## src/rtl/mmss_timer_core_pkg.sv

```systemverilog
// timer_pkg: shared states, BCD limits and preset saturation helper for the MM:SS timer
package timer_pkg;
   typedef enum logic [1:0] {IDLE, RUN, PAUSE, DONE} state_t;
   localparam logic [3:0] BCD_MAX_ONES = 4'd9;
   localparam logic [3:0] BCD_MAX_TENS = 4'd5;
   localparam logic [3:0] DIGIT_BLANK  = 4'hF;
   function automatic logic [3:0] sat(input logic [3:0] v, input logic [3:0] mx);
      return v > mx ? mx : v;
   endfunction
endpackage

```

## src/rtl/mmss_timer_core_if.sv

```systemverilog
// mmss_timer_core_if: control, preset and display signals of the MM:SS timer core
interface mmss_timer_core_if #(parameter int WIDTH = 4);
   logic             start, stop, clear, load, mode_down;
   logic [WIDTH-1:0] preset_m1, preset_m0, preset_s1, preset_s0;
   logic [WIDTH-1:0] min_tens, min_ones, sec_tens, sec_ones;
   logic             running, done;
   modport master (
      output start, stop, clear, load, mode_down, preset_m1, preset_m0, preset_s1, preset_s0,
      input  min_tens, min_ones, sec_tens, sec_ones, running, done
   );
   modport slave (
      input  start, stop, clear, load, mode_down, preset_m1, preset_m0, preset_s1, preset_s0,
      output min_tens, min_ones, sec_tens, sec_ones, running, done
   );
endinterface

```

## src/rtl/mmss_timer_core_bcd_digit.sv

```systemverilog
// bcd_digit: one BCD digit 0..MAX counting up/down with ripple carry/borrow out
module bcd_digit
   import timer_pkg::*;
#(
   parameter logic [3:0] MAX = BCD_MAX_ONES
) (
   input  logic       clk,
   input  logic       rst,
   input  logic       en,
   input  logic       down,
   input  logic       ld,
   input  logic [3:0] ld_val,
   input  logic       clr,
   output logic [3:0] digit,
   output logic       co
);
   assign co = en & (down ? digit == 4'd0 : digit == MAX);
   // clear beats load beats a count step; a carrying digit wraps to its opposite limit
   always_ff @(posedge clk)
      if (rst || clr) digit <= 4'd0;
      else if (ld) digit <= ld_val;
      else if (en) digit <= co ? (down ? MAX : 4'd0) : (down ? digit - 4'd1 : digit + 4'd1);
endmodule

```

## src/rtl/mmss_timer_core.sv

```systemverilog
// mmss_timer_core: MM:SS up/down timer with 1 s prescaler; define TIMER_BLINK_EN to blink digits in DONE
module mmss_timer_core
   import timer_pkg::*;
#(
   parameter int TICKS_PER_SEC = 50_000_000,
   parameter int WIDTH         = 4
) (
   input logic              clk,
   input logic              rst,
   mmss_timer_core_if.slave bus
);
   localparam int PW = $clog2(TICKS_PER_SEC);
   localparam logic [PW-1:0] PMAX = PW'(TICKS_PER_SEC - 1);
   state_t           state, state_nx;
   logic             done_r, done_nx, tick, zero, hit, uf, clr, blank;
   logic [PW-1:0]    pre;
   logic [WIDTH-1:0] mt, mo, st, so;
   logic [4:0]       c;
   assign tick = state == RUN && pre == PMAX;
   assign zero = {mt, mo, st, so} == '0;
   assign hit  = tick & bus.mode_down & ({mt, mo, st} == '0) & (so <= WIDTH'(1));
   assign c[0] = tick;
   // a borrow out of the top digit means a down step at 00:00; hold at zero instead of wrapping
   assign uf   = c[4] & bus.mode_down;
   assign clr  = bus.clear | (uf & ~bus.load);
   bcd_digit #(.MAX(BCD_MAX_ONES)) u_so (.clk(clk), .rst(rst), .en(c[0]), .down(bus.mode_down), .ld(bus.load),
      .ld_val(sat(bus.preset_s0, BCD_MAX_ONES)), .clr(clr), .digit(so), .co(c[1]));
   bcd_digit #(.MAX(BCD_MAX_TENS)) u_st (.clk(clk), .rst(rst), .en(c[1]), .down(bus.mode_down), .ld(bus.load),
      .ld_val(sat(bus.preset_s1, BCD_MAX_TENS)), .clr(clr), .digit(st), .co(c[2]));
   bcd_digit #(.MAX(BCD_MAX_ONES)) u_mo (.clk(clk), .rst(rst), .en(c[2]), .down(bus.mode_down), .ld(bus.load),
      .ld_val(sat(bus.preset_m0, BCD_MAX_ONES)), .clr(clr), .digit(mo), .co(c[3]));
   bcd_digit #(.MAX(BCD_MAX_TENS)) u_mt (.clk(clk), .rst(rst), .en(c[3]), .down(bus.mode_down), .ld(bus.load),
      .ld_val(sat(bus.preset_m1, BCD_MAX_TENS)), .clr(clr), .digit(mt), .co(c[4]));
   // next state and done pulse; clear/load override everything, countdown completion beats stop
   always_comb begin
      state_nx = state;
      done_nx  = 1'b0;
      if (bus.clear || bus.load) state_nx = IDLE;
      else
         case (state)
            IDLE, PAUSE: if (bus.start) begin
               state_nx = (bus.mode_down && zero) ? DONE : RUN;
               done_nx  = bus.mode_down && zero;
            end
            RUN: if (hit) begin
               state_nx = DONE;
               done_nx  = 1'b1;
            end else if (bus.stop) state_nx = PAUSE;
            DONE: if (bus.start && !(bus.mode_down && zero)) state_nx = RUN;
            default: state_nx = IDLE;
         endcase
   end
   // state and done registers
   always_ff @(posedge clk)
      if (rst) begin
         state  <= IDLE;
         done_r <= 1'b0;
      end else begin
         state  <= state_nx;
         done_r <= done_nx;
      end
   // prescaler restarts on every entry into RUN so the first tick is a full second away
   always_ff @(posedge clk)
      if (rst || bus.clear || bus.load || (state_nx == RUN && state != RUN)) pre <= '0;
      else if (state == RUN) pre <= tick ? '0 : pre + PW'(1);
`ifdef TIMER_BLINK_EN
   logic [PW-1:0] bc;
   // blink phase counter, restarted on DONE entry so the digits are shown first
   always_ff @(posedge clk)
      if (rst || (state_nx == DONE && state != DONE)) bc <= '0;
      else if (state == DONE) bc <= bc == PMAX ? '0 : bc + PW'(1);
   assign blank = state == DONE && bc >= PW'(TICKS_PER_SEC / 2);
`else
   assign blank = 1'b0;
`endif
   assign bus.min_tens = blank ? DIGIT_BLANK : mt;
   assign bus.min_ones = blank ? DIGIT_BLANK : mo;
   assign bus.sec_tens = blank ? DIGIT_BLANK : st;
   assign bus.sec_ones = blank ? DIGIT_BLANK : so;
   assign bus.running  = state == RUN;
   assign bus.done     = done_r;
endmodule

```

## src/flat_wrapper.sv

```systemverilog
// flat-port wrapper written by rule: the top's interface ports become plain ports
module mmss_timer_core_flat import timer_pkg::*;
#(
   parameter int TICKS_PER_SEC = 50_000_000,
   parameter int WIDTH         = 4
)
  (clk, rst, bus_start, bus_stop, bus_clear, bus_load, bus_mode_down, bus_preset_m1, bus_preset_m0, bus_preset_s1, bus_preset_s0, bus_min_tens, bus_min_ones, bus_sec_tens, bus_sec_ones, bus_running, bus_done);
  mmss_timer_core_if #(.WIDTH(WIDTH)) bus_i ();
  input logic clk;
  input logic rst;
  input wire logic [$bits(bus_i.start)-1:0] bus_start;
  input wire logic [$bits(bus_i.stop)-1:0] bus_stop;
  input wire logic [$bits(bus_i.clear)-1:0] bus_clear;
  input wire logic [$bits(bus_i.load)-1:0] bus_load;
  input wire logic [$bits(bus_i.mode_down)-1:0] bus_mode_down;
  input wire logic [$bits(bus_i.preset_m1)-1:0] bus_preset_m1;
  input wire logic [$bits(bus_i.preset_m0)-1:0] bus_preset_m0;
  input wire logic [$bits(bus_i.preset_s1)-1:0] bus_preset_s1;
  input wire logic [$bits(bus_i.preset_s0)-1:0] bus_preset_s0;
  output wire logic [$bits(bus_i.min_tens)-1:0] bus_min_tens;
  output wire logic [$bits(bus_i.min_ones)-1:0] bus_min_ones;
  output wire logic [$bits(bus_i.sec_tens)-1:0] bus_sec_tens;
  output wire logic [$bits(bus_i.sec_ones)-1:0] bus_sec_ones;
  output wire logic [$bits(bus_i.running)-1:0] bus_running;
  output wire logic [$bits(bus_i.done)-1:0] bus_done;
  assign bus_i.start = bus_start;
  assign bus_i.stop = bus_stop;
  assign bus_i.clear = bus_clear;
  assign bus_i.load = bus_load;
  assign bus_i.mode_down = bus_mode_down;
  assign bus_i.preset_m1 = bus_preset_m1;
  assign bus_i.preset_m0 = bus_preset_m0;
  assign bus_i.preset_s1 = bus_preset_s1;
  assign bus_i.preset_s0 = bus_preset_s0;
  assign bus_min_tens = bus_i.min_tens;
  assign bus_min_ones = bus_i.min_ones;
  assign bus_sec_tens = bus_i.sec_tens;
  assign bus_sec_ones = bus_i.sec_ones;
  assign bus_running = bus_i.running;
  assign bus_done = bus_i.done;
  mmss_timer_core #(.TICKS_PER_SEC(TICKS_PER_SEC), .WIDTH(WIDTH)) u_core (.clk(clk), .rst(rst), .bus(bus_i));
endmodule
```

## config.mk

```make
export PLATFORM = sky130hd
export DESIGN_NAME = mmss_timer_core_flat
export DESIGN_NICKNAME = d
export VERILOG_FILES = /design/src/rtl/mmss_timer_core_pkg.sv /design/src/rtl/mmss_timer_core_if.sv /design/src/rtl/mmss_timer_core_bcd_digit.sv /design/src/rtl/mmss_timer_core.sv /design/src/flat_wrapper.sv
export SDC_FILE = /design/constraint.sdc
export NUM_CORES = 1
export LEC_CHECK = 0
export ABC_AREA = 1
export BUFFER_PORTS_ARGS = -buffer_cell sky130_fd_sc_hd__buf_2
export CORE_MARGIN = 4
export CORE_UTILIZATION = 49
export CTS_CLUSTER_SIZE = 30
export DETAILED_ROUTE_END_ITERATION = 10
export GPL_TIMING_DRIVEN = 0
export PLACE_DENSITY_LB_ADDON = 0.25
export SLEW_MARGIN = 10
export SYNTH_ARGS = -nofsm -noshare
export SYNTH_HDL_FRONTEND = slang
export SYNTH_SLANG_ARGS = --single-unit
```

## constraint.sdc

```tcl
create_clock -name clk -period 3 [get_ports clk]
set_clock_uncertainty 0.2 [all_clocks]
set_input_delay 0 -clock clk [delete_from_list [all_inputs] [get_ports clk]]
set_output_delay 0 -clock clk [all_outputs]
set_load 0.05 [all_outputs]
```

# Yosys cells after proc, flatten, opt, wreduce, memory -nomap -nowiden
# Cells that the tools add are included.
[totals]
reg_bits = 45
latchBits = 0
ramBits = 0
rom_bits = 0
inputBits = 23
output_inout_bits = 18
n_memories = 0
[op_classes]
addsub = 9
n_mul = 0
div = 0
n_lt_le_gt_ge = 5
eq_ne = 10
shifts = 0
n_mux = 37
bitwise_logic = 11
n_reduce_logical = 23
[op_table]
columns = ["cell", "count"]
rows = [
  ["4-bit two-way mux", 21],
  ["26-bit by 1-bit adder with 26-bit output, second input constant", 1],
  ["26-bit == test, second input constant", 1],
  ["26-bit two-way mux", 1],
  ["4-bit by 1-bit adder with 4-bit output, second input constant", 4],
  ["16-bit zero test", 1],
  ["4-bit zero test", 4],
  ["4-bit by 1-bit subtractor with 4-bit output, second input constant", 4],
  ["12-bit zero test", 1],
  ["2-bit two-way mux", 6],
  ["1-bit bitwise AND", 9],
  ["4-bit by 3-bit == test with 1-bit output, second input constant", 2],
  ["4-bit == test, second input constant", 2],
  ["4-bit by 3-bit > comparator with 1-bit output, second input constant", 2],
  ["4-bit > comparator, second input constant", 2],
  ["2-bit nonzero test", 4],
  ["1-bit two-way mux", 6],
  ["2-bit one-hot mux with 3 select lines", 1],
  ["1-bit logical OR", 5],
  ["2-bit by 1-bit == test with 1-bit output, second input constant", 2],
  ["2-bit == test, second input constant", 2],
  ["4-bit by 1-bit less-or-equal comparator with 1-bit output, second input constant", 1],
  ["1-bit logical AND", 4],
  ["2-bit OR reduction", 2],
  ["7 further kinds", 7],
]

# Depth between registers and ports, before layout
[depth]
depth_word = 11
depth_mapped = 15

# By module
# Synthesis repeated with hierarchy kept, for this count alone.
[unflattened]
cells_unflattened = 570
area_unflattened_um2 = 3598.5
[modules_own_cells]
columns = ["mod", "instances", "cells_per_inst", "area_per_inst_um2", "seq_area_each_um2"]
rows = [
  ["mmss_timer_core", 1, 356, 2154.6, 580.6],
  ["bcd_digit at u_core.u_mo ...", 2, 60, 385.4, 80.1],
  ["bcd_digit at u_core.u_mt ...", 2, 47, 336.6, 80.1],
]

# Worst setup path before layout
# No wires, ideal clock.
[synth_path]
path_kind = "flip-flop to flip-flop"
from = "register u_core.u_so.digit[0]"
to = "register u_core.u_so.digit[2]"
arrival_time_ns = 2.068
required_time_ns = 2.683
setup_slack_ns = 0.616
path_stages_with_launch = 10
n_path_buf = 1
synth_period_minus_slack_ns = 2.384
path_cell_list = "dfxtp_1 -> ha_1 -> nand3b_1 -> o21ai_1 -> nand4_4 -> nor2_2 -> nand4_1 -> nand2_2 -> buf_4 -> nor2_1"
[synth_via]
elab_chain_len = 10
word_cells_on_any_way = 17
[synth_rtl]
columns = ["element", "line", "source"]
rows = [
  ["from (decl)", "mmss_timer_core_bcd_digit.sv:14", "output logic [3:0] digit,"],
  ["from (signal assigned)", "mmss_timer_core_bcd_digit.sv:21", "else if (ld) digit <= ld_val;"],
  ["from (signal assigned)", "mmss_timer_core_bcd_digit.sv:22", "else if (en) digit <= co ? (down ? MAX : 4'd0) : (down ? digit - 4'd1 : digit + 4'd1);"],
  ["4-bit == test / 4-bit zero test (equally long branches)", "mmss_timer_core_bcd_digit.sv:17", "assign co = en & (down ? digit == 4'd0 : digit == MAX);"],
  ["1-bit two-way mux", "mmss_timer_core_bcd_digit.sv:17", ""],
  ["1-bit bitwise AND (4 in series)", "mmss_timer_core_bcd_digit.sv:17", ""],
  ["1-bit bitwise AND", "mmss_timer_core.sv:24", "assign uf = c[4] & bus.mode_down;"],
  ["1-bit bitwise AND", "mmss_timer_core.sv:25", "assign clr = bus.clear | (uf & ~bus.load);"],
  ["1-bit bitwise OR", "mmss_timer_core.sv:25", ""],
  ["1-bit logical OR", "mmss_timer_core_bcd_digit.sv:20", "if (rst || clr) digit <= 4'd0;"],
]
# Parallel ways exist; a longest one is shown, timed or not. The select of a mux whose other input is x is not followed.
# A chain may end at the register's enable or synchronous reset.

# Worst setup path in the final report
[layout_path]
from = "register u_core.u_so.digit[1]"
to = "register u_core.u_mo.digit[0]"
[layout_via]
elab_chain_len = 10
word_cells_on_any_way = 15
[layout_rtl]
columns = ["element", "line"]
rows = [
  ["4-bit == test / 4-bit zero test (equally long branches)", "mmss_timer_core_bcd_digit.sv:17"],
  ["1-bit two-way mux (*)", "mmss_timer_core_bcd_digit.sv:17"],
  ["1-bit bitwise AND (*) (2 in series)", "mmss_timer_core_bcd_digit.sv:17"],
  ["1-bit bitwise AND (2 in series)", "mmss_timer_core_bcd_digit.sv:17"],
  ["1-bit bitwise AND", "mmss_timer_core.sv:24"],
  ["1-bit bitwise AND", "mmss_timer_core.sv:25"],
  ["1-bit bitwise OR", "mmss_timer_core.sv:25"],
  ["1-bit logical OR", "mmss_timer_core_bcd_digit.sv:20"],
  ["to (signal assigned)", "mmss_timer_core_bcd_digit.sv:21"],
  ["to (signal assigned)", "mmss_timer_core_bcd_digit.sv:22"],
  ["to (decl)", "mmss_timer_core_bcd_digit.sv:14"],
]
# Mark *: on every way between the ends. The rest lies on a longest branch, timed or not. The select of a mux whose other input is x is not followed.

==> implementation parameters <==
Parameter                              Value

Run status
  Outcome ... completed

Synth
  Total nets after synthesis ... 538
  Synth Warn # ... 0
  Portion of the post-synthesis area used by sequential elements ... 0.269
  Top cell type by total area after synthesis ... sky130_fd_sc_hd__dfxtp_1
  Synthesis-stage register bit count ... 45
  Biggest area contributors in the synthesized netlist ... sky130_fd_sc_hd__dfxtp_1 (27%), sky130_fd_sc_hd__nand2_1 (11%), sky130_fd_sc_hd__nor2_1 (8.0%), sky130_fd_sc_hd__nand3_1 (6.7%), sky130_fd_sc_hd__inv_1 (5.8%)
  Average cell area after synthesis ... 6.67 um^2
  Most used DFF post-synth ... sky130_fd_sc_hd__dfxtp_1
  Synth Instances ... 501
  Number of synthesized flops with an enable pin ... 0
  Share of Yosys cell area claimed by the top area cell type ... 0.269
  Yosys cell types ... 44
  Cell area after synthesis ... 3340 um^2
  Async set-reset flop share out of synthesis ... 0

GRT
  Met3 GRT Util ... 0.0317
  Number of global-route vias before repair ... 3581
  Overall global routing resource usage ... 0.231
  Grt total ovfl ... 0
  Antenna violations before repair ... 0
  Met2 usage ... 0.424
  Pin count of the biggest net entering global routing ... 15
  Busiest grt layer ... met2
  GRT met1 Usage ... 0.268
  Wire length of the first global-routing pass ... 15.9 mm

Setup path
  Critical setup path kind ... reg -> reg
  Number of cells on the worst reg-to-reg path ... 10
  Reg-to-Reg Start ... u_core.u_so.digit[1]
  Worst path required time ... 3.00 ns
  Critical register-to-register path endpoint ... u_core.u_mo.digit[0]
  Worst Path Arrival ... 2.75 ns
  Crit-path max FO ... 7
  Critical path launch point type ... register
  Element type at the critical path end ... register
  Worst setup path endpoint ... u_core.u_mo.digit[0]
  Minimum setup slack among reg-to-reg paths ... 0.25 ns
  Launching element of the worst setup path ... u_core.u_so.digit[1]

Power
  Pwr/cell area ... 312 nW/um^2
  Sw power ... 0.366 mW
  Maximum vdd ir drop ... 252 uV
  Design internal power ... 0.884 mW
  Proportion of power drawn by flip-flops and latches ... 0.495
  Combinational power share ... 0.190
  Part of the power in the clock network ... 0.314
  Switching power as a share of total power ... 0.293
  Leakage ... 1.74 nW

Die
  Die area ... 8210 um^2
  Vertical extent of the die ... 90.6 um
  Number of placement rows ... 29
  Die boundary width ... 90.6 um
  Boundary pin count ... 41
  Standard cell core area ... 6490 um^2
  Initial Util ... 0.515

STA
  Fin crit share ... 0.918
  Setup repair after global routing missed its margin ... no
  Highest attainable clock frequency ... 363 MHz
  Final hold violations ... 0
  Transition time of the tightest slew-check pin ... 0.583 ns
  Setup-violating endpoint count in the final report ... 0
  Total negative slack for setup checks ... 0 ns
  Slew Viols, Final ... 0
  Period minus WS final ... 2.75 ns
  Worst-case headroom to the max-slew limit ... 0.608

CTS
  Maximum clock path buffer count ... 2
  H-tree depth ... 2
  Total of cells resized after clock tree synthesis ... 0
  Clock Sink Count ... 45
  CTS buffer count ... 5
  Clock-pin slew on the worst setup and hold paths ... 0.09 ns
  Clock tree from TritonCTS ... built
  Latest clock arrival within the worst-skew pair ... 0.30 ns
  Clock root buffer master ... sky130_fd_sc_hd__clkbuf_8

Place
  Last weighted congestion value of the routability-driven placer ... 0.893
  Placed Instances ... 617
  Total cell area at the placement stage ... 3630 um^2
  HPWL Detailed ... 6.44 mm
  Port bufs ... 39

Drt
  Detailed Route Iter0 Violations ... 145
  Detailed-routing iteration count for the pre-antenna-repair pass ... 4
  Vias after detailed routing ... 3509
  Vias per cell ... 5.37
  Antenna violation net count after detailed routing ... 0
  Final WL ... 8.73 mm
  Average routed wire per standard cell ... 13.4 um
  Post-route DRC ... 0

Finish
  Filler Cell Count ... 621
  Layout cells sized above 1 ... 0.174
  Number of nets in the layout ... 613
  Area added between synthesis and finish ... 20.0%
  Non-filler instance count after layout ... 653
  Total non-filler cell area in the finished layout ... 4010 um^2
  Final core utilization ... 0.618
  Number of inserted diodes ... 0

Worst hold path
  Worst hold path type ... in -> reg

Flow run
  Number of maximum-capacitance constraint violations ... 0
-- routing by layer --
layer,share of wire,wire length [um]
met4,0.016,144
met1,0.42,3650
met3,0.048,422
met2,0.52,4520
met5,0,0
-- worst max-delay path, cell delays in order (launching register included) --
cell and delay [ns]:
sky130_fd_sc_hd__dfxtp_1 0.37, sky130_fd_sc_hd__inv_1 0.12, sky130_fd_sc_hd__ha_1 0.17, sky130_fd_sc_hd__nand3b_1 0.08, sky130_fd_sc_hd__o21ai_1 0.35, sky130_fd_sc_hd__nand4_4 0.20, sky130_fd_sc_hd__nor2_2 0.20, sky130_fd_sc_hd__nand4_1 0.14
sky130_fd_sc_hd__nand2_2 0.20, sky130_fd_sc_hd__a21oi_1 0.06, sky130_fd_sc_hd__dlygate4sd3_1 0.55
-- timing repair --
action	4_1_cts	5_1_grt
hold endpoints to repair	24	0
hold buffers	29	0
endpoints found under the setup margin	0	0
buffers inserted	0	0
-- registers in the layout, summed over array words and instances (netlist names) --
name,count
u_core.pre,26
u_core.u_mt.digit,4
u_core.state,2
u_core.u_so.digit,4
u_core.bus.done,1
u_core.u_mo.digit,4
u_core.u_st.digit,4
-- logic make-up after synthesis --
group / synth area share
buf+inv: 0.0879
simple gates: 0.430
fa+ha+maj: 0.0591
xor+xnor: 0.0419
flops: 0.269
compound gates: 0.112
-- cells in the mapped netlist, types with 2 or more instances --
| cell type | count |
|---|---|
| sky130_fd_sc_hd__a21oi_1 | 14 |
| sky130_fd_sc_hd__a22oi_1 | 2 |
| sky130_fd_sc_hd__buf_2 | 5 |
| sky130_fd_sc_hd__buf_6 | 2 |
| sky130_fd_sc_hd__clkbuf_1 | 3 |
| sky130_fd_sc_hd__dfxtp_1 | 45 |
| sky130_fd_sc_hd__fa_1 | 3 |
| sky130_fd_sc_hd__ha_1 | 11 |
| sky130_fd_sc_hd__inv_1 | 52 |
| sky130_fd_sc_hd__inv_2 | 6 |
| sky130_fd_sc_hd__nand2_1 | 101 |
| sky130_fd_sc_hd__nand2_2 | 4 |
| sky130_fd_sc_hd__nand2_4 | 3 |
| sky130_fd_sc_hd__nand3_1 | 45 |
| sky130_fd_sc_hd__nand3b_1 | 3 |
| sky130_fd_sc_hd__nand4_1 | 19 |
| sky130_fd_sc_hd__nor2_1 | 71 |
| sky130_fd_sc_hd__nor2_2 | 14 |
| sky130_fd_sc_hd__nor2_4 | 8 |
| sky130_fd_sc_hd__nor2_8 | 2 |
| sky130_fd_sc_hd__nor3_1 | 12 |
| sky130_fd_sc_hd__nor4_1 | 2 |
| sky130_fd_sc_hd__o211ai_1 | 7 |
| sky130_fd_sc_hd__o21ai_0 | 24 |
| sky130_fd_sc_hd__o21ai_1 | 2 |
| sky130_fd_sc_hd__o21bai_1 | 4 |
| sky130_fd_sc_hd__o22ai_1 | 2 |
| sky130_fd_sc_hd__or2_2 | 5 |
| sky130_fd_sc_hd__xnor2_1 | 6 |
| sky130_fd_sc_hd__xor2_1 | 10 |
-- power groups by stage --
stage	clock [mW]	sequential (mW)	combinational, mW
after floorplan	0	0.658	0.125
after global placement	0	0.633	0.203
after detailed placement	0	0.633	0.208
after CTS	0.404	0.619	0.235
after global routing	0.429	0.622	0.267
final	0.393	0.619	0.238
-- layout make-up --
type | instances | area, um^2 | share of cell area
Multi-Input combinational cell | 385 | 2150 | 0.536
Sequential cell | 45 | 901 | 0.225
Timing Repair Buffer | 68 | 485 | 0.121
Inverter | 59 | 224 | 0.0558
Tap cell | 77 | 96.3 | 0.0240
Clock buffer | 7 | 86.3 | 0.0215
Buffer | 12 | 70.1 | 0.0175
-- worst min path at each step --
stage	start	end	slack, ns	depth (start not counted)
after detailed placement	rst	u_core.state[0]	0.01	2
after floorplan	rst	u_core.state[0]	-0.12	1
final	bus_preset_s1[2]	u_core.u_st.digit[0]	0.02	7
after global routing	bus_preset_s1[2]	u_core.u_st.digit[0]	0.07	7
after CTS	bus_preset_s1[2]	u_core.u_st.digit[0]	0.009	7
after global placement	rst	u_core.state[0]	-0.002	2
-- stage by stage --
stage / power, mW / hold slack [ns] / setup slack (ns)
6_report: 1.25 / 0.0221 / 0.246
5_1_grt: 1.32 / 0.0740 / 0.0233
4_1_cts: 1.26 / 0.00926 / 0.255
3_5_place_dp: 0.841 / 0.0131 / 0.581
3_3_place_gp: 0.836 / -0.00172 / 0.600
2_1_floorplan: 0.783 / -0.122 / 0.616
-- placed cells by master, fill, tap and decap left out, drive strengths merged --
cell         count
o211ai           7
nand3           45
or2              5
a31o             1
nand2          108
clkbuf          10
o22ai            2
nor2            95
nand4           20
a211oi           1
o311a            1
inv             59
o221ai           1
fa               3
a31oi            1
nand3b           3
a21boi           1
dfxtp           45
nor3            13
a22oi            2
xor2            10
o21a             1
o31ai            1
o21ai           26
dlygate4sd3     29
ha              11
xnor2            6
nor4             3
buf             48
a21oi           14
o21bai           4
Power figures use the tool's default switching activity.
